===== config.mk =====
export PLATFORM = sky130hd
export DESIGN_NAME = cpu_mem_arbiter
export DESIGN_NICKNAME = d
export VERILOG_FILES = /design/src/rtl/cpu_mem_pkg.sv /design/src/rtl/arb_watchdog.sv /design/src/rtl/cpu_mem_arbiter.sv
export SDC_FILE = /design/constraint.sdc
export NUM_CORES = 1
export LEC_CHECK = 0
export CORE_ASPECT_RATIO = 1.4
export CORE_UTILIZATION = 45
export DETAILED_ROUTE_END_ITERATION = 10
export DONT_BUFFER_PORTS = 1
export SYNTH_ARGS = -nofsm -noshare
export SYNTH_HDL_FRONTEND = slang
export SYNTH_SLANG_ARGS = --single-unit

===== constraint.sdc =====
create_clock -name clk -period 7.7 [get_ports clk]
set_input_delay 0.77 -clock clk [delete_from_list [all_inputs] [get_ports clk]]
set_output_delay 0.77 -clock clk [all_outputs]
set_load 0.02 [all_outputs]

===== src/rtl/cpu_mem_pkg.sv =====
// cpu_mem_pkg: shared types and constants for the CPU memory-port arbiter
package cpu_mem_pkg;

    typedef enum logic [1:0] {IDLE, ISSUE, WAIT, DONE} arb_state_e;

    typedef enum logic {IF, DM} arb_owner_e;

    localparam logic [31:0] NOP_INST = 32'h0000_0013;

endpackage


===== src/rtl/arb_watchdog.sv =====
// arb_watchdog: cycle counter that flags an expired transaction at TIMEOUT_CYC cycles
module arb_watchdog #(
    parameter int TIMEOUT_CYC = 64
) (
    input  logic clk,
    input  logic rst,
    input  logic clr,
    input  logic en,
    output logic expired
);

    localparam int W = $clog2(TIMEOUT_CYC + 1);

    logic [W-1:0] cnt;

    // count enabled cycles; cleared while the arbiter is idle so each transaction starts at zero
    always_ff @(posedge clk or posedge rst) begin
        if (rst)
            cnt <= '0;
        else if (clr)
            cnt <= '0;
        else if (en)
            cnt <= cnt + 1'b1;
    end

    assign expired = en && (cnt == W'(TIMEOUT_CYC - 1));

endmodule


===== src/rtl/cpu_mem_arbiter.sv =====
// cpu_mem_arbiter: round-robin share of one memory port between fetch and data stages (optional watchdog: ARB_TIMEOUT_EN)
module cpu_mem_arbiter
    import cpu_mem_pkg::*;
#(
    parameter int TIMEOUT_CYC = 64
) (
    input  logic        clk,
    input  logic        rst,
    input  logic        if_req,
    input  logic [31:0] if_addr,
    output logic [31:0] if_rdata,
    output logic        im_stall,
    input  logic        dm_req,
    input  logic        dm_we,
    input  logic [3:0]  dm_wstrb,
    input  logic [31:0] dm_addr,
    input  logic [31:0] dm_wdata,
    output logic [31:0] dm_rdata,
    output logic        dm_stall,
    input  logic        flush,
    output logic        mem_req,
    output logic        mem_we,
    output logic [3:0]  mem_wstrb,
    output logic [31:0] mem_addr,
    output logic [31:0] mem_wdata,
    input  logic        mem_ready,
    input  logic        mem_rvalid,
    input  logic [31:0] mem_rdata,
    output logic        bus_err
);

    arb_state_e state, state_n;
    arb_owner_e owner, last_grant;
    logic       discard;
    logic       timeout;

    wire busy      = (state == ISSUE) || (state == WAIT);
    wire grant_if  = if_req && (!dm_req || last_grant == DM);
    wire grant_dm  = dm_req && (!if_req || last_grant == IF);
    wire grant     = (state == IDLE) && (grant_if || grant_dm);
    wire rsp       = ((state == ISSUE) && mem_ready && mem_rvalid) || ((state == WAIT) && mem_rvalid);
    wire fin       = rsp || timeout;
    wire flush_hit = flush && (owner == IF) && busy;
    wire kill_if   = discard || flush_hit;

`ifdef ARB_TIMEOUT_EN
    arb_watchdog #(.TIMEOUT_CYC(TIMEOUT_CYC)) u_watchdog (
        .clk     (clk),
        .rst     (rst),
        .clr     (state == IDLE),
        .en      (busy),
        .expired (timeout)
    );

    // a timeout is recorded until the next reset
    always_ff @(posedge clk or posedge rst) begin
        if (rst)
            bus_err <= 1'b0;
        else if (timeout)
            bus_err <= 1'b1;
    end
`else
    logic unused_timeout_cyc;
    assign unused_timeout_cyc = ^TIMEOUT_CYC;
    assign timeout = 1'b0;
    assign bus_err = 1'b0;
`endif

    // next-state: a simultaneous ready+rvalid or a watchdog expiry skips straight to DONE
    always_comb begin
        state_n = state;
        case (state)
            IDLE:    state_n = (if_req || dm_req) ? ISSUE : IDLE;
            ISSUE:   state_n = (timeout || (mem_ready && mem_rvalid)) ? DONE : mem_ready ? WAIT : ISSUE;
            WAIT:    state_n = fin ? DONE : WAIT;
            DONE:    state_n = IDLE;
            default: state_n = IDLE;
        endcase
    end

    // control registers: state, current owner, round-robin history and the fetch-discard flag
    always_ff @(posedge clk or posedge rst) begin
        if (rst) begin
            state      <= IDLE;
            owner      <= IF;
            last_grant <= IF;
            discard    <= 1'b0;
        end else begin
            state <= state_n;
            if (grant)
                owner <= grant_dm ? DM : IF;
            if (state == DONE)
                last_grant <= owner;
            discard <= (state == DONE) ? 1'b0 : (discard || flush_hit);
        end
    end

    // command is latched at grant and held stable until the memory accepts it; rdata captured on completion
    always_ff @(posedge clk or posedge rst) begin
        if (rst) begin
            mem_we    <= 1'b0;
            mem_wstrb <= '0;
            mem_addr  <= '0;
            mem_wdata <= '0;
            if_rdata  <= '0;
            dm_rdata  <= '0;
        end else begin
            if (grant) begin
                mem_we    <= grant_dm && dm_we;
                mem_wstrb <= grant_dm ? dm_wstrb : 4'b0000;
                mem_addr  <= grant_dm ? dm_addr : if_addr;
                mem_wdata <= grant_dm ? dm_wdata : 32'h0;
            end
            if (fin && owner == IF && !kill_if)
                if_rdata <= timeout ? NOP_INST : mem_rdata;
            if (fin && owner == DM && !mem_we)
                dm_rdata <= timeout ? 32'h0 : mem_rdata;
        end
    end

    assign mem_req  = (state == ISSUE);
    assign im_stall = if_req && !((state == DONE) && (owner == IF) && !discard);
    assign dm_stall = dm_req && !((state == DONE) && (owner == DM));

endmodule


== Word level (Yosys, flattened, before mapping) ==
Index checks and enable logic that the tools add are counted.
Storage, ports and cells
  flip-flop bits (word level): 138
  latch bits: 0
  bits in writable memories: 0
  memory bits (read-only): 0
  bits of input ports: 140
  logic and storage cells: 59
  memories kept: 0
Operators by class
  $add $sub $neg: 0
  multipliers: 0
  div/mod/pow operators: 0
  order comparisons: 0
  eq/ne operators: 3
  shift operators: 0
  mux-type cells: 10
  bitwise operators: 2
  reductions and logical operators: 34
Operator list (number)
  32-bit two-way mux: 2
  1-bit logical AND: 19
  2-bit one-hot mux with 4 select lines: 1
  1-bit logical NOT: 7
  1-bit logical OR: 7
  2-bit equality test (second input constant): 2
  1-bit two-way mux: 4
  2-bit two-way mux: 2
  4-bit two-way mux: 1
  2-bit by 1-bit equality test with 1-bit output (second input constant): 1
  2-bit logical NOT: 1
  1-bit inverter: 2

== Depth between registers and ports, before layout ==
  depth after elaboration: 6
  depth in mapped cells: 7
  mapped depth without buffers: 5

== Worst setup path before layout ==
Ideal clock, no wire load.
  path kind: input to output
  from: input port dm_req
  to: output port dm_stall
  data arrival time: 1.279 ns
  path slack: 5.651 ns
  stages: 1
  buffers on the path: 0
  cells stage by stage: a21boi_0
On the way
  cells in the longest elaborated chain, start to end: 1
Ends and longest elaborated chain
  start: declaration: RTL line cpu_mem_arbiter.sv:13  | input logic dm_req,
  1-bit logical AND: RTL line cpu_mem_arbiter.sv:123  | assign dm_stall = dm_req && !((state == DONE) && (owner == DM));
  end: declaration: RTL line cpu_mem_arbiter.sv:19  | output logic dm_stall,
Every way passes these cells.

== Worst setup path after layout ==
  from: register state[0]
  to: output port im_stall
On the way
  cells in the longest elaborated chain, start to end: 5
Ends and longest elaborated chain
  start: declaration: RTL line cpu_mem_arbiter.sv:32  | arb_state_e state, state_n;
  start signal: assignment: RTL line cpu_mem_arbiter.sv:89  | state <= state_n;
  2-bit equality test: RTL line cpu_mem_arbiter.sv:122  | assign im_stall = if_req && !((state == DONE) && (owner == IF) && !discard);
  1-bit logical AND (2 in series): RTL line cpu_mem_arbiter.sv:122
  1-bit logical NOT: RTL line cpu_mem_arbiter.sv:122
  1-bit logical AND: RTL line cpu_mem_arbiter.sv:122
  end: declaration: RTL line cpu_mem_arbiter.sv:12  | output logic im_stall,
Every way passes these cells.

==> summary.md <==
| Metric | Value |
|---|---|
| Outcome | `complete, no violations` |
| Via Count | `a little over 3000` |
| Total Wirelength | `11.2 mm` |
| Critical Path RT | `6.93 ns` |
| CTS tree | `done` |
| Cell count after placement | `517` |
| Transition time of the tightest slew-check pin | `slightly below 0.9 ns` |
| Kind of critical path | `reg2out` |
| Internal reg-to-reg setup slack | `5.61 ns` |
| Core Region | `0.0119 mm^2` |
| Site Rows | `47` |
| Initial antenna violation count | `0` |
| Final standard cell area without fillers | `0.00620 mm^2` |
| Maximum level of the CTS H-tree | `4` |
| Flip-flop and latch count after synthesis | `138` |
| Netlist cell types | `27` |
| Number of nets still failing antenna checks after routing | `0` |
| Detailed Routing Iterations Pass 1 | `4` |
| Highest clock rate | `389 MHz` |
| Clock network latency to the later pin of the worst-skew pair | `0.41 ns` |
| Number of global-route vias before repair | `3181` |
| DR vias/cell | `5.54` |
| Total number of clock tree sinks | `138` |
| Largest vdd supply drop | `between 0.15 and 0.2 mV` |
| Pin count of the biggest net entering global routing | `~100` |
| Non-Filler Instances | `between 500 and 600` |
| Period Utilization, post-route | `33.4%` |
| Fin crit period | `about 2.6 ns` |
| Overall power | `3090 uW` |
| CTS-repair resized insts | `0` |
| Sequential area share after synthesis | `62.1%` |
| Most common library cell in the layout ignoring fill and taps | `dfrtp_1` |
| # nets final | `534` |
| Most frequent cells in the layout | `dfrtp_1, mux2_2, a22o_1` |
| Arrival time worst endpoint | `1.80 ns` |
| Die H | `approximately 130 um` |
| Count of max-cap constraint violations | `0` |
| Clock Skews | `~0.010 ns` |
| Setup Fix Bufs, Post-CTS | `0` |
| Critical path fanouts, max | `6` |
| Unrepaired setup endpoints after global routing | `no` |
| I/O pin count | `277` |
| Starting density of the core | `46.6%` |
| Reg-to-reg endpoint | `if_rdata[14]$_DFFE_PP0P_` |
| Headroom to the max-slew limit | `40.3%` |
| Yosys warnings | `0` |
| Setup TNS after final layout | `0 ns` |
| Overflow left after global routing | `0` |
| Syn avg cell area | `14.2 um^2` |
| Placed wire-length estimate | `around 8.0 mm` |
| Crit end category | `output pin` |
| Standby leakage power | `0.00286 uW` |
| Gate count of the mapped netlist | `391` |
| Total routing usage reported by global routing | `17.5%` |
| Chip width | `95.9 um` |
| Type of the worst min-delay path | `in2async` |
| Relative area change from synthesis to final layout | `11.5%` |
| Final cell utilization of the core | `51.9%` |
| CP Launch Type | `register` |
| Number of CTS-inserted buffers | `17` |
| Reg-to-reg startpoint | `state[0]$_DFF_PP0_` |
| Number of endpoints failing setup at the final stage | `0` |
| Number of buffers inserted by hold repair at cts | `0` |
| Number of design rule violations left after detail routing | `0` |
| Clock-pin slew on the worst setup and hold paths | `0.05 ns` |
| Final max-slew violation count | `0` |
| Final Hold Vio Count | `0` |
| Area after detailed placement | `0.00559 mm^2` |
| Cell Area, Synth | `0.00556 mm^2` |
| 1st-iter DRT viols | `62` |
| Number of buffers between clock root and the deepest sink | `2` |
| Power density over cell area | `approximately 500 mW/mm^2` |
| Post-synth net total | `536` |
| Overall die area | `between 0.01 and 0.015 mm^2` |
| Placer's final routability congestion estimate | `between 0.7 and 0.8` |
| Root Buffer Master | `clkbuf_16` |
| Filler Cell Count | `about 1000` |
| R2R cell count | `5` |
| First-pass GRT wire length | `16.6 mm` |
| Share of cells above drive strength 1 | `25.9%` |
| Total inserted antenna cells | `0` |
| Number of buffer cells added on primary ports | `0` |
| Routed length per placed instance | `roughly 20 um` |
[worst max-delay path, cell delays in order, from the launching register on]
cell and delay, ns:
dfrtp_1 0.43, ha_1 0.28, a21boi_0 0.69
[metal layers]
layer	vias up	share of wire, %	global-route usage, %
met2	176	53	29.9
met1	1462	35	18.6
met3	10	9.9	7.36
met5	-	0	0
li1	1386	-	-
met4	0	1.6	7.55
[through the flow]
stage / setup slack [ns] / hold slack, ns
3_3_place_gp: 5.48 / 0.555
2_1_floorplan: 3.23 / 0.502
6_report: 5.13 / 0.327
4_1_cts: 5.08 / 0.351
3_5_place_dp: 5.47 / 0.571
5_1_grt: 5.05 / 0.378
[sequential cells by signal, indices dropped and copies added (netlist names), named ones only]
name / cells
discard: 1
dm_rdata: 32
if_rdata: 32
last_grant: 1
mem_addr: 32
mem_wdata: 32
mem_we: 1
mem_wstrb: 4
owner: 1
state: 1
[worst max path at each step]
stage | endpoint | start | slack [ns] | depth (start not counted)
2_1_floorplan | asynchronous set/reset pin | rst | 3.23 | 1
5_1_grt | im_stall | state[0]$_DFF_PP0_ | 5.05 | 2
4_1_cts | im_stall | state[0]$_DFF_PP0_ | 5.08 | 2
3_5_place_dp | im_stall | if_req | 5.47 | 1
6_report | im_stall | state[0]$_DFF_PP0_ | 5.13 | 2
3_3_place_gp | im_stall | if_req | 5.48 | 1
[cells in the mapped netlist]
| cell type | count | area share [%] |
|---|---|---|
| dfrtp_1 | 138 | 62 |
| mux2_2 | 61 | 12 |
| a22o_1 | 37 | 5.8 |
| o21ai_0 | 35 | 3.2 |
| nand2_1 | 34 | 2.3 |
| mux2i_1 | 32 | 5.8 |
| buf_4 | 12 | 1.6 |
| buf_6 | 10 | 2.0 |
| ha_1 | 5 | 1.1 |
| inv_1 | 4 | 0.27 |
| mux2_1 | 4 | 0.81 |
| clkbuf_1 | 3 | 0.20 |
| a21boi_0 | 2 | 0.27 |
| a21boi_2 | 1 | 0.20 |
| a21o_1 | 1 | 0.14 |
| a21oi_1 | 1 | 0.090 |
| a21oi_2 | 1 | 0.16 |
| and2_1 | 1 | 0.11 |
| buf_2 | 1 | 0.090 |
| conb_1 | 1 | 0.067 |
| nand3_1 | 1 | 0.090 |
| nand4b_4 | 1 | 0.43 |
| nor2_1 | 1 | 0.067 |
| nor2_2 | 1 | 0.11 |
| nor3_4 | 1 | 0.29 |
| o21a_1 | 1 | 0.14 |
| o21ba_2 | 1 | 0.18 |
[where the power goes]
part / leakage, uW / internal (uW) / switching [uW]
Combinational: 0.000852 / 293 / 267
Sequential: 0.00172 / 1060 / 648
Clock: 0.000287 / 534 / 288
Total: 0.00286 / 1890 / 1200
[area by class of cell]
type	instances	area [um^2]	share of cell area, %
Sequential cell	138	3450	55.7
Multi-Input combinational cell	223	1890	30.5
Clock buffer	21	470	7.59
Tap cell	147	184	2.97
Clock inverter	10	143	2.30
Timing Repair Buffer	5	37.5	0.606
Inverter	4	20.0	0.323
[cell families (layout without fill, tap and decap cells)]
| group | count (synthesis) | count (layout) | share of synthesized area [%] |
|---|---|---|---|
| other | 1 | 1 | 0.0675 |
| flip-flops | 138 | 138 | 62.1 |
| multiplexers | 97 | 97 | 18.9 |
| AND/OR/NAND/NOR | 40 | 40 | 3.40 |
| buffers and inverters | 30 | 40 | 4.21 |
| AO/OA/AOI/OAI | 80 | 80 | 10.2 |
| adder cells (fa/ha/maj) | 5 | 5 | 1.13 |
Power figures use the tool's default switching activity.
